===== config.mk =====
export PLATFORM = sky130hd
export DESIGN_NAME = fifo_reader_flat
export DESIGN_NICKNAME = d
export VERILOG_FILES = /design/src/rtl/fifo_reader_if.sv /design/src/rtl/fifo_reader.sv /design/src/flat_wrapper.sv
export SDC_FILE = /design/constraint.sdc
export NUM_CORES = 1
export LEC_CHECK = 0
export ABC_AREA = 1
export CORE_AREA = 2 2 87 110
export DETAILED_ROUTE_END_ITERATION = 16
export DIE_AREA = 0 0 89 112
export PLACE_DENSITY = 0.75
export SLEW_MARGIN = 30
export SYNTH_ARGS = -nofsm -noshare
export SYNTH_HDL_FRONTEND = slang
export SYNTH_SLANG_ARGS = --single-unit

===== constraint.sdc =====
create_clock -name clk -period 2.47 [get_ports clk]
set_clock_uncertainty 0.2 [all_clocks]
set_input_delay 0.494 -clock clk [delete_from_list [all_inputs] [get_ports clk]]
set_output_delay 0.494 -clock clk [all_outputs]
set_load 0.05 [all_outputs]

===== src/rtl/fifo_reader_if.sv =====
// Bus bundle between the FIFO read port, the drain engine and the stream consumer.
// The master side belongs to the drain engine; the slave side is the environment
// made of the FIFO read port plus the downstream consumer.
interface fifo_reader_if #(
    parameter int DATA_WIDTH = 32
);
    logic                  fifo_empty;
    logic                  fifo_rd_en;
    logic [DATA_WIDTH-1:0] fifo_rd_data;
    logic                  m_valid;
    logic [DATA_WIDTH-1:0] m_data;
    logic                  m_ready;

    modport master (
        input  fifo_empty,
        input  fifo_rd_data,
        input  m_ready,
        output fifo_rd_en,
        output m_valid,
        output m_data
    );

    modport slave (
        output fifo_empty,
        output fifo_rd_data,
        output m_ready,
        input  fifo_rd_en,
        input  m_valid,
        input  m_data
    );
endinterface


===== src/rtl/fifo_reader.sv =====
// Read-side drain engine for the 32-bit FIFO.
// Issues read strobes, catches the word returned one clock later in a two-entry
// skid buffer and presents the buffered words in order on a valid/ready stream.
// A read is only issued when a buffer slot is guaranteed to be free by the time
// its data returns, so the buffer can never overflow.
module fifo_reader #(
    parameter int DATA_WIDTH = 32,
    parameter int CNT_WIDTH  = 8
) (
    input  logic                 clk,
    input  logic                 reset,
    input  logic                 flush,
    output logic [CNT_WIDTH-1:0] word_cnt,
    fifo_reader_if.master        bus
);

    typedef enum logic [1:0] {
        EMPTY = 2'd0,
        ONE   = 2'd1,
        TWO   = 2'd2
    } occ_t;

    occ_t                  occ;
    occ_t                  occ_next;
    logic                  inflight;
    logic                  inflight_next;
    logic                  drop;
    logic                  drop_next;
    logic [DATA_WIDTH-1:0] head;
    logic [DATA_WIDTH-1:0] head_next;
    logic [DATA_WIDTH-1:0] tail;
    logic [DATA_WIDTH-1:0] tail_next;
    logic [CNT_WIDTH-1:0]  cnt_next;
    logic [1:0]            committed;
    logic                  pop;
    logic                  push;
    logic                  rd_en;

    // Stream side view of the buffer and the read-strobe decision.
    always_comb begin
        committed = 2'(occ) + {1'b0, inflight};
        pop       = (occ != EMPTY) && bus.m_ready;
        push      = inflight && !drop && !flush;
        rd_en     = !bus.fifo_empty && !flush && !reset && ((committed < 2'd2) || pop);
    end

    assign bus.fifo_rd_en = rd_en;
    assign bus.m_valid    = (occ != EMPTY);
    assign bus.m_data     = (occ != EMPTY) ? head : '0;

    // Next buffer contents: flush discards everything, otherwise push/pop
    // shift words through head/tail while keeping arrival order.
    always_comb begin
        occ_next      = occ;
        head_next     = head;
        tail_next     = tail;
        inflight_next = rd_en;
        drop_next     = 1'b0;
        cnt_next      = word_cnt + {{(CNT_WIDTH-1){1'b0}}, pop};
        if (flush) begin
            occ_next  = EMPTY;
            head_next = '0;
            tail_next = '0;
            drop_next = inflight;
        end else begin
            case (occ)
                EMPTY: begin
                    if (push) begin
                        head_next = bus.fifo_rd_data;
                        occ_next  = ONE;
                    end
                end
                ONE: begin
                    if (push && pop) begin
                        head_next = bus.fifo_rd_data;
                    end else if (push) begin
                        tail_next = bus.fifo_rd_data;
                        occ_next  = TWO;
                    end else if (pop) begin
                        head_next = '0;
                        occ_next  = EMPTY;
                    end
                end
                TWO: begin
                    if (push && pop) begin
                        head_next = tail;
                        tail_next = bus.fifo_rd_data;
                    end else if (pop) begin
                        head_next = tail;
                        tail_next = '0;
                        occ_next  = ONE;
                    end
                end
                default: begin
                    occ_next  = EMPTY;
                    head_next = '0;
                    tail_next = '0;
                end
            endcase
        end
    end

    // State register; reset drops buffered and in-flight words alike.
    always_ff @(posedge clk) begin
        if (reset) begin
            occ      <= EMPTY;
            inflight <= 1'b0;
            drop     <= 1'b0;
            head     <= '0;
            tail     <= '0;
            word_cnt <= '0;
        end else begin
            occ      <= occ_next;
            inflight <= inflight_next;
            drop     <= drop_next;
            head     <= head_next;
            tail     <= tail_next;
            word_cnt <= cnt_next;
        end
    end

endmodule

===== src/flat_wrapper.sv =====
// flat-port wrapper written by rule: the top's interface ports become plain ports
module fifo_reader_flat 
#(
    parameter int DATA_WIDTH = 32,
    parameter int CNT_WIDTH  = 8
)
  (clk, reset, flush, word_cnt, bus_fifo_empty, bus_fifo_rd_data, bus_m_ready, bus_fifo_rd_en, bus_m_valid, bus_m_data);
  fifo_reader_if #(.DATA_WIDTH(DATA_WIDTH)) bus_i ();
  input  logic clk;
  input  logic reset;
  input  logic flush;
  output logic [CNT_WIDTH-1:0] word_cnt;
  input wire logic [$bits(bus_i.fifo_empty)-1:0] bus_fifo_empty;
  input wire logic [$bits(bus_i.fifo_rd_data)-1:0] bus_fifo_rd_data;
  input wire logic [$bits(bus_i.m_ready)-1:0] bus_m_ready;
  output wire logic [$bits(bus_i.fifo_rd_en)-1:0] bus_fifo_rd_en;
  output wire logic [$bits(bus_i.m_valid)-1:0] bus_m_valid;
  output wire logic [$bits(bus_i.m_data)-1:0] bus_m_data;
  assign bus_i.fifo_empty = bus_fifo_empty;
  assign bus_i.fifo_rd_data = bus_fifo_rd_data;
  assign bus_i.m_ready = bus_m_ready;
  assign bus_fifo_rd_en = bus_i.fifo_rd_en;
  assign bus_m_valid = bus_i.m_valid;
  assign bus_m_data = bus_i.m_data;
  fifo_reader #(.DATA_WIDTH(DATA_WIDTH), .CNT_WIDTH(CNT_WIDTH)) u_core (.clk(clk), .reset(reset), .flush(flush), .word_cnt(word_cnt), .bus(bus_i));
endmodule

## Yosys cells after proc, flatten, opt, wreduce, memory -nomap -nowiden

Cells that the tools add are included.

| word-level totals | value |
|---|---|
| memories | 0 |
| output and inout bits | 42 |
| input port bits | 37 |
| bits in writable memories | 0 |
| bits in latches | 0 |
| memory bits (read-only) | 0 |
| bits in registers | 76 |
| logic and storage cells | 59 |

| cells by class | value |
|---|---|
| reduce and logical (&&, ||, !) cells | 19 |
| order comparisons | 1 |
| $mul | 0 |
| bitwise operators | 2 |
| multiplexer cells | 18 |
| add/subtract/negate cells | 2 |
| divide/modulo/power cells | 0 |
| shift-type cells | 0 |
| equality and inequality tests | 11 |

Operators with widths:

| cell | number |
|---|---|
| $mux 32 | 9 |
| $pmux 32 s3 | 2 |
| $mux 2 | 6 |
| $ne 3x1->1 const B | 3 |
| $add 8x1->8 | 1 |
| $reduce_and 4->1 | 2 |
| $logic_and 1x1->1 | 7 |
| $ne 2x1->1 const B | 3 |
| $pmux 2 s3 | 1 |
| $reduce_and 5->1 | 1 |
| $logic_not 1->1 | 4 |
| $ne 2x2->1 const B | 2 |
| $reduce_or 2->1 | 2 |
| $ne 3x3->1 const B | 1 |
| $add 2x1->2 | 1 |
| $eq 2x1->1 const B | 1 |
| $eq 2x2->1 const B | 1 |
| $logic_not 2->1 | 1 |
| $lt 2x2->1 const B | 1 |
| $not 1->1 | 2 |
| $reduce_bool 2->1 | 1 |
| $logic_or 1x1->1 | 1 |

## Longest topological paths before layout

| depth | value |
|---|---|
| word-level depth | 6 |
| mapped depth | 13 |
| mapped depth without buffers | 13 |

## Worst setup path before layout

Ideal clock, no wire load.

| timing | value |
|---|---|
| path type | register to output |
| start | reg u_core.occ[0] |
| end | out bus_m_data[0] |
| arrival time | 1.808 ns |
| setup slack | -0.032 ns |
| cell stages (with the launch flop) | 6 |
| cell sequence | dfxtp_1 > inv_1 > ha_1 > clkbuf_1 > clkbuf_1 > nor2_1 |

| on the way | value |
|---|---|
| word-level cells in the longest chain between the ends | 2 |

Ends and longest elaborated chain:

| element | line | text |
|---|---|---|
| start, declared | fifo_reader.sv:23 | `occ_t occ;` |
| start signal, assigned | fifo_reader.sv:113 | `occ <= occ_next;` |
| $reduce_bool 2->1 | fifo_reader.sv:49 | `assign bus.m_data = (occ != EMPTY) ? head : '0;` |
| $mux 32 | fifo_reader.sv:49 |  |
| end, declared | flat_wrapper.sv:18 | `output wire logic [$bits(bus_i.m_data)-1:0] bus_m_data;` |

No other way between the ends.

## Worst setup path in the final report

| timing | value |
|---|---|
| start | reg u_core.occ[0] |
| end | out bus_m_data[19] |

Same word-level chain as after synthesis.

==> results.md <==
- Outcome: finished, final reports clean
- Max stage delay on crit path: around 370 ps
- Hold EP: u_core.head[19]
- Area of the mapped netlist: between 3000 and 4000 um^2
- Clk_lat worst skew: 330 ps
- Worst IR Drop VDD: 0.000367 V
- Total CTS buffers: 9
- Most used DFF post-synth: dfxtp_1
- Post-layout util: just over 60%
- CTS tree: yes
- Vias in the first global route: approximately 3900
- Post-synth ARST share: 0%
- Reg2reg end: u_core.tail[22]
- Vias per inst: 5.13
- Reg-to-reg startpoint: u_core.occ[0]
- RePlAce Congestion: 0.830
- Starting Density: a little over two fifths
- Final Hold Fails: 0
- Fmax: between 0.4 and 0.5 GHz
- Global route total overflow: 0
- CTS Root Cell: clkbuf_16
- CP delay by family, top: buffers and inverters
- DIE WIDTH: ~89 um
- Syn Area/Cell: about 6.6 um^2
- DP Cell Count: between 700 and 800
- Slew headroom: about three fifths
- Met1 WL: 4190 um
- CP Launch Type: flip-flop
- Detailed-route DRC error count: 0
- CP Max Fanout: 34
- Crit path DAT: ~1700 ps
- Min-Delay Path Depth: 2
- Sink Count: between 70 and 80
- DP Worst Slack: between 70 and 80 ps
- Input/output buffers: 78
- Crit-path cells: inv_2 > ha_2 > buf_4 > nor2_1 > buf_12
- Non-filler cells, final: about 790
- Row cnt: 39
- Max layer used: met4
- Aggregate routed wire length: about 10000 um
- Register area share after synthesis: between 30% and 40%
- Post-synth EDFFs: 0
- Setup crit end kind: output port
- Worst-path clk slew: roughly 60 ps
- Number of max-cap violations: 0
- First-pass GRT wire length: 17600 um
- Final setup TNS: 0 ps
- Per-cell routed wire length: ~13 um
- Power Total: between 3 and 4 mW
- Die area: 9970 um^2
- RSZ-0062 raised after global routing: no
- # Post-CTS Setup Buffers: 0
- H-tree depth: 3
- Layout Nets: about 700
- Worst-Margin Slew: just over 600 ps
- Synth unique cells: 23
- Via count: 4027
- Share of cells above drive strength 1: between 10% and 20%
- Worst min path class: reg2reg
- Final setup viols: 0
- Commonest cells after routing, fill and taps aside: 143 x nand2_1, 100 x nand3_1, 74 x dfxtp_1
- Drt pass-1 iters: 4
- Post-DP HPWL: 6870 um
- CP max stage cell: buf_4
- DRC marker count from the first detailed-route iteration: 296
- N_diodes: 0
- Final worst path period need: around 2400 ps
- HP Start: u_core.head[19]
- Number of fill cells: 781
- Synthesized Nets: between 600 and 700
- P per Cell Area: between 600 and 700 nW/um^2
- Area delta synth->final: 39.6%
- Post-DRT Antenna Nets: 0
- Largest net degree at the start of global routing: 37
- R2r setup slk: 300 ps
- Worst reg2reg path depth: 9
- Final Cycle Share: between 90 and 100%
- Synth Warn #: 0
- Multi-input gate area: ~2000 um^2
- Commonest non-fill, non-tap cell in the layout: nand2_1
- Seq cells post-synth: 76
- Slew Viols, Final: 0
- Pleak: a little under 2 nW
- Setup CP Type: reg2out
- Critical Path RT: roughly 1800 ps
- CP bufs+invs: 3
- IO Count: 79
- Die height: around 110 um
- Wire length on met2: ~5100 um
- FF+latch area: 1520 um^2
- Met3 wire len: approximately 640 um
- CTS max path bufs: 2
- Core area: roughly 9000 um^2
- Final setup margin: approximately 110 ps
- Initial antenna violation count: 0
- Total global-route track usage: 21.7%
- Syn Inst Count: just under 600
through the flow:
step                area (um^2)  hold slack (ps)
detailed placement         5120              256
finish                     5450              265
CTS                        5420              265
global placement           5120              251
floorplan                  3910              244
global route               5450              275
cells by family after synthesis:
kind of cell	share of synthesized area, %
compound gates	14.3
fa+ha+maj	2.24
buf+inv	10.7
flops	38.9
simple gates	33.8
cells in the mapped netlist (all sizes together) (3+ instances only):
| cell | count | share of area (%) |
|---|---|---|
| nand4 | 3 | 0.48 |
| inv | 52 | 5.0 |
| nor2 | 49 | 5.3 |
| ha | 7 | 2.2 |
| clkbuf | 17 | 1.6 |
| dfxtp | 76 | 39 |
| a21oi | 71 | 9.1 |
| nor3 | 4 | 0.51 |
| o21ai | 38 | 5.0 |
| buf | 25 | 4.1 |
| nand2 | 144 | 14 |
| nand3 | 102 | 13 |
tightest hold or removal path, delay by kind of cell, from the launching register on:
kind	cells	cell delay [ps]
AO/OA/AOI/OAI	1	50
flip-flops	1	310
AND/OR/NAND/NOR	1	60
area by class of cell:
type | count | area share (%)
Timing Repair Buffer | 98 | 23.5
Sequential cell | 76 | 27.9
Clock inverter | 2 | 0.642
Tap cell | 123 | 2.82
Inverter | 52 | 3.58
Clock buffer | 14 | 4.47
Multi-Input combinational cell | 420 | 37.0
how the worst max path moves through the flow:
stage,to,cells past startpoint,start,slack [ps]
floorplan,bus_m_data[0],5,u_core.occ[0],-30
global placement,bus_fifo_rd_en,6,bus_m_ready,70
detailed placement,bus_fifo_rd_en,6,bus_m_ready,70
CTS,bus_m_data[31],5,u_core.occ[0],5
global route,bus_fifo_rd_en,8,u_core.occ[0],20
finish,bus_m_data[19],5,u_core.occ[0],110
power breakdown:
part	internal [mW]	switching, mW	leakage (nW)
clock network	0.783	0.479	0.135
registers	1.31	0.0452	0.616
logic	0.295	0.544	1.22
total	2.38	1.07	1.97
flip-flops by register name, indices dropped and copies added, names as in the netlist:
| register | count |
|---|---|
| u_core.occ | 2 |
| u_core.head | 32 |
| u_core.word_cnt | 8 |
| u_core.tail | 32 |
| u_core.inflight | 1 |
| u_core.drop | 1 |
layer usage:
metal / vias up / GRT usage [%]
met1: 1811 / 26.1
li1: 2061 / -
met4: 0 / 7.86
met5: - / 0
met2: 138 / 37.2
met3: 17 / 5.04
timing repair:
action	in CTS	in global routing
pin swaps	1	0
resized for setup	4	15
hold buffers	0	0
setup endpoints to repair	4	38
(Power assumes the default switching activity.)
